## src/rtl/serial_arith_pkg.sv

```systemverilog
// Shared types for the bit-serial arithmetic path.
// Sequencer states and default datapath width.
package serial_arith_pkg;

  localparam int DEFAULT_WIDTH = 8;

  typedef enum logic [1:0] {
    IDLE = 2'd0,
    RUN  = 2'd1,
    DONE = 2'd2
  } state_t;

endpackage

```

## src/rtl/serial_adder_ctrl_full_adder.sv

```systemverilog
// One-bit full adder shared by the serial sequencer.
// Pure combinational sum/carry.
module full_adder (
  input  logic a,
  input  logic b,
  input  logic c,
  output logic sum,
  output logic carry
);

  // sum and carry of three input bits
  assign sum   = a ^ b ^ c;
  assign carry = (a & b) | (c & (a ^ b));

endmodule

```

## src/rtl/serial_adder_ctrl.sv

```systemverilog
// Bit-serial add/subtract sequencer, LSB first.
// One full adder reused for WIDTH cycles per operation.
module serial_adder_ctrl
  import serial_arith_pkg::*;
#(
  parameter int WIDTH = DEFAULT_WIDTH,
  parameter int CNT_W = $clog2(WIDTH)
) (
  input  logic             clk,
  input  logic             rst_n,
  input  logic             req_valid,
  output logic             req_ready,
  input  logic [WIDTH-1:0] req_a,
  input  logic [WIDTH-1:0] req_b,
  input  logic             req_sub,
  output logic             rsp_valid,
  input  logic             rsp_ready,
  output logic [WIDTH-1:0] rsp_sum,
  output logic             rsp_cout,
  output logic             rsp_ovf,
  output logic             busy
);

  localparam logic [CNT_W-1:0] LAST =
    CNT_W'(WIDTH - 1);

  state_t           state;
  state_t           state_nxt;
  logic [WIDTH-1:0] sh_a;
  logic [WIDTH-1:0] sh_b;
  logic [WIDTH-1:0] res;
  logic [WIDTH-1:0] res_nxt;
  logic             cy;
  logic [CNT_W-1:0] cnt;
  logic             fa_s;
  logic             fa_c;
  logic             accept;
  logic             last;

  full_adder u_fa (
    .a     (sh_a[0]),
    .b     (sh_b[0]),
    .c     (cy),
    .sum   (fa_s),
    .carry (fa_c)
  );

  assign req_ready = (state == IDLE);
  assign rsp_valid = (state == DONE);
  assign busy      = (state != IDLE);

  assign accept  = req_valid && req_ready;
  assign last    = (state == RUN) && (cnt == LAST);
  assign res_nxt = WIDTH'({fa_s, res} >> 1);

  // state register
  always_ff @(posedge clk or negedge rst_n) begin
    if (!rst_n) state <= IDLE;
    else        state <= state_nxt;
  end

  // next-state: accept, WIDTH bit steps, wait for consumer
  always_comb begin
    state_nxt = state;
    unique case (state)
      IDLE: if (req_valid)      state_nxt = RUN;
      RUN:  if (cnt == LAST)    state_nxt = DONE;
      DONE: if (rsp_ready)      state_nxt = IDLE;
      default:                  state_nxt = IDLE;
    endcase
  end

  // operand shifters, carry, bit counter, partial result
  always_ff @(posedge clk or negedge rst_n) begin
    if (!rst_n) begin
      sh_a <= '0;
      sh_b <= '0;
      res  <= '0;
      cy   <= 1'b0;
      cnt  <= '0;
    end else if (accept) begin
      sh_a <= req_a;
      sh_b <= req_sub ? ~req_b : req_b;
      res  <= '0;
      cy   <= req_sub;
      cnt  <= '0;
    end else if (state == RUN) begin
      sh_a <= sh_a >> 1;
      sh_b <= sh_b >> 1;
      res  <= res_nxt;
      cy   <= fa_c;
      cnt  <= cnt + 1'b1;
    end
  end

  // response registers load on the MSB step and hold afterwards
  always_ff @(posedge clk or negedge rst_n) begin
    if (!rst_n) begin
      rsp_sum  <= '0;
      rsp_cout <= 1'b0;
      rsp_ovf  <= 1'b0;
    end else if (last) begin
      rsp_sum  <= res_nxt;
      rsp_cout <= fa_c;
      rsp_ovf  <= cy ^ fa_c;
    end
  end

endmodule

```

## config.mk

```make
export PLATFORM = sky130hd
export DESIGN_NAME = serial_adder_ctrl
export DESIGN_NICKNAME = d
export VERILOG_FILES = /design/src/rtl/serial_arith_pkg.sv /design/src/rtl/serial_adder_ctrl_full_adder.sv /design/src/rtl/serial_adder_ctrl.sv
export SDC_FILE = /design/constraint.sdc
export NUM_CORES = 1
export LEC_CHECK = 0
export ABC_AREA = 0
export ABC_CLOCK_PERIOD_IN_PS = 2000
export BUFFER_PORTS_ARGS = -buffer_cell sky130_fd_sc_hd__buf_2
export CAP_MARGIN = 25
export CORE_MARGIN = 3
export CORE_UTILIZATION = 35
export CTS_CLUSTER_DIAMETER = 100
export DETAILED_ROUTE_END_ITERATION = 8
export PLACE_DENSITY = 0.61
export RECOVER_POWER = 100
export SYNTH_ARGS = -nofsm -noshare
export SYNTH_HDL_FRONTEND = slang
export SYNTH_HIERARCHICAL = 1
export SYNTH_SLANG_ARGS = --single-unit
```

## constraint.sdc

```tcl
create_clock -name clk -period 2 [get_ports clk]
set_clock_uncertainty 0.15 [all_clocks]
set_input_delay 0.1 -clock clk [delete_from_list [all_inputs] [get_ports clk]]
set_output_delay 0.1 -clock clk [all_outputs]
set_load 0.005 [all_outputs]
```

==> results of run 1 <==
[state kept, by name, summed over array words and instances (netlist names)]
signal    flops
cnt           3
cy            1
res           7
rsp_cout      1
rsp_ovf       1
rsp_sum       8
sh_a          8
sh_b          8
state         2
[tightest hold or removal path, stage by stage]
cell and delay, ns:
buf_2 0.08, xnor2_1 0.06, nor2_1 0.08, a221o_2 0.10
[kinds of logic after synthesis]
logic type / Yosys count / share of synthesized area (%)
XOR/XNOR: 9 / 4.54
flip-flops: 39 / 56.2
AO/OA/AOI/OAI: 21 / 9.88
AND/OR/NAND/NOR: 63 / 16.2
adder cells (fa/ha/maj): 3 / 2.60
multiplexers: 9 / 5.84
buffers and inverters: 12 / 4.76
[synth_stat cells]
library cell,number
dfrtp_1,39
nand2_1,38
nand3_1,11
mux2_2,9
xnor2_1,9
a22oi_1,8
nor2_1,7
buf_2,6
o21ai_0,5
a221o_2,4
buf_6,4
a221o_1,3
ha_1,2
inv_1,2
nand2b_1,2
fa_1,1
nand3b_1,1
nor2b_1,1
nor3b_2,1
o21bai_2,1
or2_2,1
or3b_4,1
[worst paths after layout]
path                       startpoint         end  slack, ns  depth (start not counted)
max                            cnt[0]  rsp_sum[5]       0.34                          5
min                          req_b[3]     sh_b[3]       0.02                          4
max reg2reg                    cnt[0]  rsp_sum[5]       0.34                          5
min reg2reg                   sh_a[2]     sh_a[2]       0.33                          2
max in group asynchronous       rst_n     sh_b[5]       0.68                          3
min in group asynchronous       rst_n  rsp_sum[2]       0.42                          3
[cell type report]
type / count / area share [%]
Clock buffer: 6 / 3.37
Multi-Input combinational cell: 105 / 31.3
Sequential cell: 39 / 45.4
Clock inverter: 1 / 1.40
Timing Repair Buffer: 50 / 14.4
Inverter: 2 / 0.349
Tap cell: 65 / 3.78
[where the power goes]
part	switching (mW)	internal [mW]
registers	0.218	1.12
clock network	0.263	0.366
logic	0.534	0.508
[layer usage]
layer	up-vias	global-route usage [%]	share of wire (%)
met3	5	3.66	5.3
met4	0	4.35	1.1
met5	-	0	0
met1	575	15.2	48
li1	622	-	-
met2	33	20.7	46
[stage by stage]
stage	hold WS [ns]	worst slack, ns	util, %	area, um2
floorplan	-0.346	0.324	-	1740
global placement	0.0368	0.355	42.8	1950
detailed placement	0.0354	0.321	42.8	1950
CTS	0.00936	0.325	47.4	2160
global route	0.0389	0.189	47.1	2150
finish	0.0190	0.336	47.1	2150
==> flow_metrics.py, run 1 <==
metrics = {
    "finish": {
        "final_common_cell": "dfrtp_1",
        "diodes": 0,
        "instances_no_fill": 268,
        "drive_above_1_share_pct": 27.1,
        "syn_to_final_growth_pct": 23.9,
        "area.sequential_um2": 976,
        "nFillCells": 445,
        "final_cell_mix": "39 x dfrtp_1, 38 x nand2_1, 27 x buf_2",
        "multi_input_area_um2": 673,
        "fin_nets": 227,
    },
    "global_routing": {
        "grt_pass1_vias": 1236,
        "grt_max_degree": 40,
        "grt_usage_pct": 12.4,
        "antenna_found_initial": 0,
        "grt_pass1_wl_um": 5780,
        "grt_overflow": 0,
    },
    "worst_setup_path": {
        "crit_family": "flip-flops",
        "slowest_delay_ns": 0.40,
        "required_ns": 2.03,
        "start_kind": "register",
        "cp_slowest_cell": "dfrtp_1",
        "worstSetupPathType": "reg -> reg",
        "crit_chain": "ha_1 -> ha_1 -> nand3b_1 -> buf_4 -> mux2_2",
        "crit_fanout": 12,
        "crit_path_end_kind": "register",
        "path_buf_inv": 1,
        "critPathMostFrequentCell": "ha_1",
        "worstPathArrival_ns": 1.69,
    },
    "clock_network": {
        "cts_tree": "built",
        "clk_latency_ns": 0.29,
        "cts.clk_slew.worst_paths_ns": 0.07,
        "cts_buffer_depth": 2,
        "cts_buffers": 5,
        "postCtsSetupRepairBufs": 0,
        "htree_levels": 2,
        "cts_resized": 0,
        "root_buffer": "clkbuf_8",
        "cts_hold_buffers": 11,
        "clkSinkCount": 39,
    },
    "power_and_ir_drop": {
        "ir_drop_mv": 0.612,
        "power_mw": 3.01,
        "powerDensity_mw_per_mm2": 1400,
        "p_leak_nw": 1.07,
    },
    "floorplanning": {
        "start_util_pct": 38.0,
        "die_h_um": 76.4,
        "fp.dieW_um": 76.4,
        "coreArea_mm2": 0.00456,
        "rows": 24,
        "dieArea_mm2": 0.00584,
        "pin_count": 34,
    },
    "routing": {
        "drc": 0,
        "dr.pass1.iters": 4,
        "viasPerCell": 4.61,
        "ant_nets": 0,
        "drt_iter0_drc": 48,
        "wirelength_um": 3370,
        "post_drt_wl_per_cell_um": 12.6,
        "vias": 1235,
    },
    "synthesis": {
        "syn_nets": 180,
        "ys_warn_count": 6,
        "synth.distinct_cells": 22,
        "synth_top_area_share_pct": 56.2,
        "postSynthCellCount": 156,
        "avgSynthCellArea_um2": 11.1,
        "seq_area_frac_synth_pct": 56.2,
        "synth-seq-cells": 39,
        "syn_area_mm2": 0.00174,
        "yosysTopAreaCell": "dfrtp_1",
        "synthTopCellsByArea": "dfrtp_1 56%, nand2_1 8.2%, mux2_2 5.8%",
    },
    "timing": {
        "finalSetupViolCount": 0,
        "hold_violations": 0,
        "tightest_slew_ns": 0.958,
        "slew_headroom_pct": 36.1,
        "fin_crit_ns": 1.66,
        "slew_viol_final": 0,
        "max_freq_mhz": 601,
        "tns_ns": 0,
        "fin_crit_sh_pct": 83.2,
        "rsz0062_at_grt": "false",
    },
    "place": {
        "placed_cells": 250,
        "place_congestion": 0.702,
        "dpl.hpwl_um": 2190,
        "port_buffers": 33,
    },
    "job": {
        "drv_cap": 0,
    },
    "min_path": {
        "hold_class": "in -> reg",
    },
    "status": {
        "outcome": "finished, final reports clean",
    },
}
Note: power is estimated with default switching activity, not from simulation.
==> run 2: changes to the inputs <==
Settings changed: ABC_CLOCK_PERIOD_IN_PS 2000 to 1450, PLACE_DENSITY 0.61 to 0.63.
Clock period 2 ns to 1.45 ns, I/O delays scaled along.
==> flow_metrics.py, run 2 (synthesized netlist as in run 1, its figures left out) <==
metrics = {
    "worst_setup_path": {
        "worstPathArrival_ns": 1.62,
        "reg2reg_slack_ns": -0.14,
        "crit_path_end_kind": "register",
        "start_kind": "register",
        "crit_fanout": 12,
        "worstSetupPathType": "reg -> reg",
        "r2r_start": "cnt[1]",
        "required_ns": 1.48,
        "ff2ff_path_depth": 5,
        "r2r-end": "rsp_sum[3]",
    },
    "finish": {
        "nFillCells": 379,
        "drive_above_1_share_pct": 49.8,
        "diodes": 0,
        "instances_no_fill": 296,
        "utilization_pct": 59.4,
        "final_cell_mix": "37 x nand2_1, 37 x dfrtp_1, 28 x buf_2",
        "multi_input_area_um2": 900,
        "top_regs": "rsp_sum: 8 flops, sh_a: 8 flops, sh_b: 8 flops",
        "area.sequential_um2": 978,
        "fin_nets": 254,
        "syn_to_final_growth_pct": 56.2,
    },
    "min_path": {
        "hold_class": "in -> reg",
        "min_to": "sh_b[0]",
        "hp-start": "req_b[0]",
        "min_path_cells": 4,
    },
    "floorplanning": {
        "rows": 24,
        "die_h_um": 76.4,
        "fp.dieW_um": 76.4,
        "pin_count": 34,
        "dieArea_mm2": 0.00584,
        "start_util_pct": 38.0,
        "coreArea_mm2": 0.00456,
    },
    "timing": {
        "max_freq_mhz": 629,
        "slew_headroom_pct": 67.3,
        "hold_violations": 0,
        "rsz0062_at_grt": "true",
        "setup_ws_ns": -0.140,
        "fin_crit_ns": 1.59,
        "slew_viol_final": 0,
        "finalSetupViolCount": 37,
        "tightest_slew_ns": 0.490,
        "worst_hold_slack_ns": 0.00933,
        "fin_crit_sh_pct": 110,
    },
    "clock_network": {
        "cts_buffers": 5,
        "root_buffer": "clkbuf_8",
        "htree_levels": 2,
        "clkSinkCount": 39,
        "clk_latency_ns": 0.29,
        "cts_tree": "built",
        "cts.clk_slew.worst_paths_ns": 0.07,
        "cts_buffer_depth": 2,
    },
    "routing": {
        "post_drt_wl_per_cell_um": 14.3,
        "ant_nets": 0,
        "drt_iter0_drc": 67,
        "drc": 0,
        "vias": 1436,
        "dr.pass1.iters": 4,
        "viasPerCell": 4.85,
        "wirelength_um": 4230,
    },
    "place": {
        "post-place-ws_ns": -0.166,
        "port_buffers": 33,
        "place_congestion": 0.734,
        "placed_cells": 257,
        "dpl.hpwl_um": 2300,
    },
    "power_and_ir_drop": {
        "p_leak_nw": 1.32,
        "powerDensity_mw_per_mm2": 1950,
        "power_mw": 5.28,
        "ir_drop_mv": 0.822,
    },
    "global_routing": {
        "antenna_found_initial": 0,
        "grt_usage_pct": 14.5,
        "grt_overflow": 0,
        "grt_pass1_vias": 1420,
        "grt_pass1_wl_um": 6780,
        "grt_max_degree": 23,
    },
    "status": {
        "outcome": "complete, but fails checks",
        "violations": "negative setup slack",
    },
    "job": {
        "drv_cap": 0,
    },
}
run 2: changes by cell type in the layout (fill, tap and decap cells not counted), sizes merged:
cell and change:
buf +21, bufinv -1, dlygate4sd3 +5, or3b +3
run 2: how the worst max path moves through the flow:
| stage | startpoint | slack, ns | cells after the start | to |
|---|---|---|---|---|
| after global routing | cnt[1] | -0.18 | 5 | rsp_sum[5] |
| after floorplan | cnt[0] | -0.11 | 5 | rsp_cout |
| final | cnt[1] | -0.14 | 5 | rsp_sum[3] |
| after CTS | cnt[1] | -0.14 | 5 | rsp_sum[3] |
| after global placement | cnt[1] | -0.13 | 5 | rsp_sum[2] |
| after detailed placement | cnt[1] | -0.17 | 5 | rsp_sum[2] |
run 2: per-layer routing:
metal | part of all wire (%) | track usage [%] | wire, um | vias up
met4 | 1.7 | 4.89 | 70 | 0
met3 | 4.2 | 3.31 | 177 | 10
met1 | 45 | 18.7 | 1880 | 696
li1 | - | - | - | 690
met2 | 50 | 24.0 | 2100 | 40
met5 | 0 | 0 | 0 | -
run 2: what timing repair did:
action / CTS / global route
hold endpoints to repair: 54 / 0
buffers inserted: 8 / 2
pin swaps: 8 / 34
cloned: 4 / 3
resized for setup: 22 / 38
hold buffers: 16 / 0
setup endpoints to repair: 18 / 40
run 2: area by class of cell:
class                      count  area share [%]
sequential                    39            36.1
multi-input combinational    108            33.2
timing repair buffer          74            23.7
clock buffer                   8            3.69
tap                           65            3.00
inverter                       2           0.277
run 2: worst max-delay path, stage by stage (launching register included):
cell	delay [ns]
dfrtp_1	0.39
ha_2	0.21
ha_4	0.16
nand3b_1	0.12
buf_12	0.16
mux2_4	0.30
run 2: metrics by stage:
step / area, um2 / setup TNS (ns)
final: 2710 / -3.41
after global routing: 2710 / -4.99
after CTS: 2560 / -2.52
after detailed placement: 2100 / -1.23
after global placement: 2100 / -0.937
after floorplan: 1770 / -0.795
run 2: report_power, final:
part           internal, mW  switching [mW]  total [mW]
Combinational          1.51            1.09        2.60
Sequential             1.55           0.326        1.88
Clock                 0.434           0.367       0.801
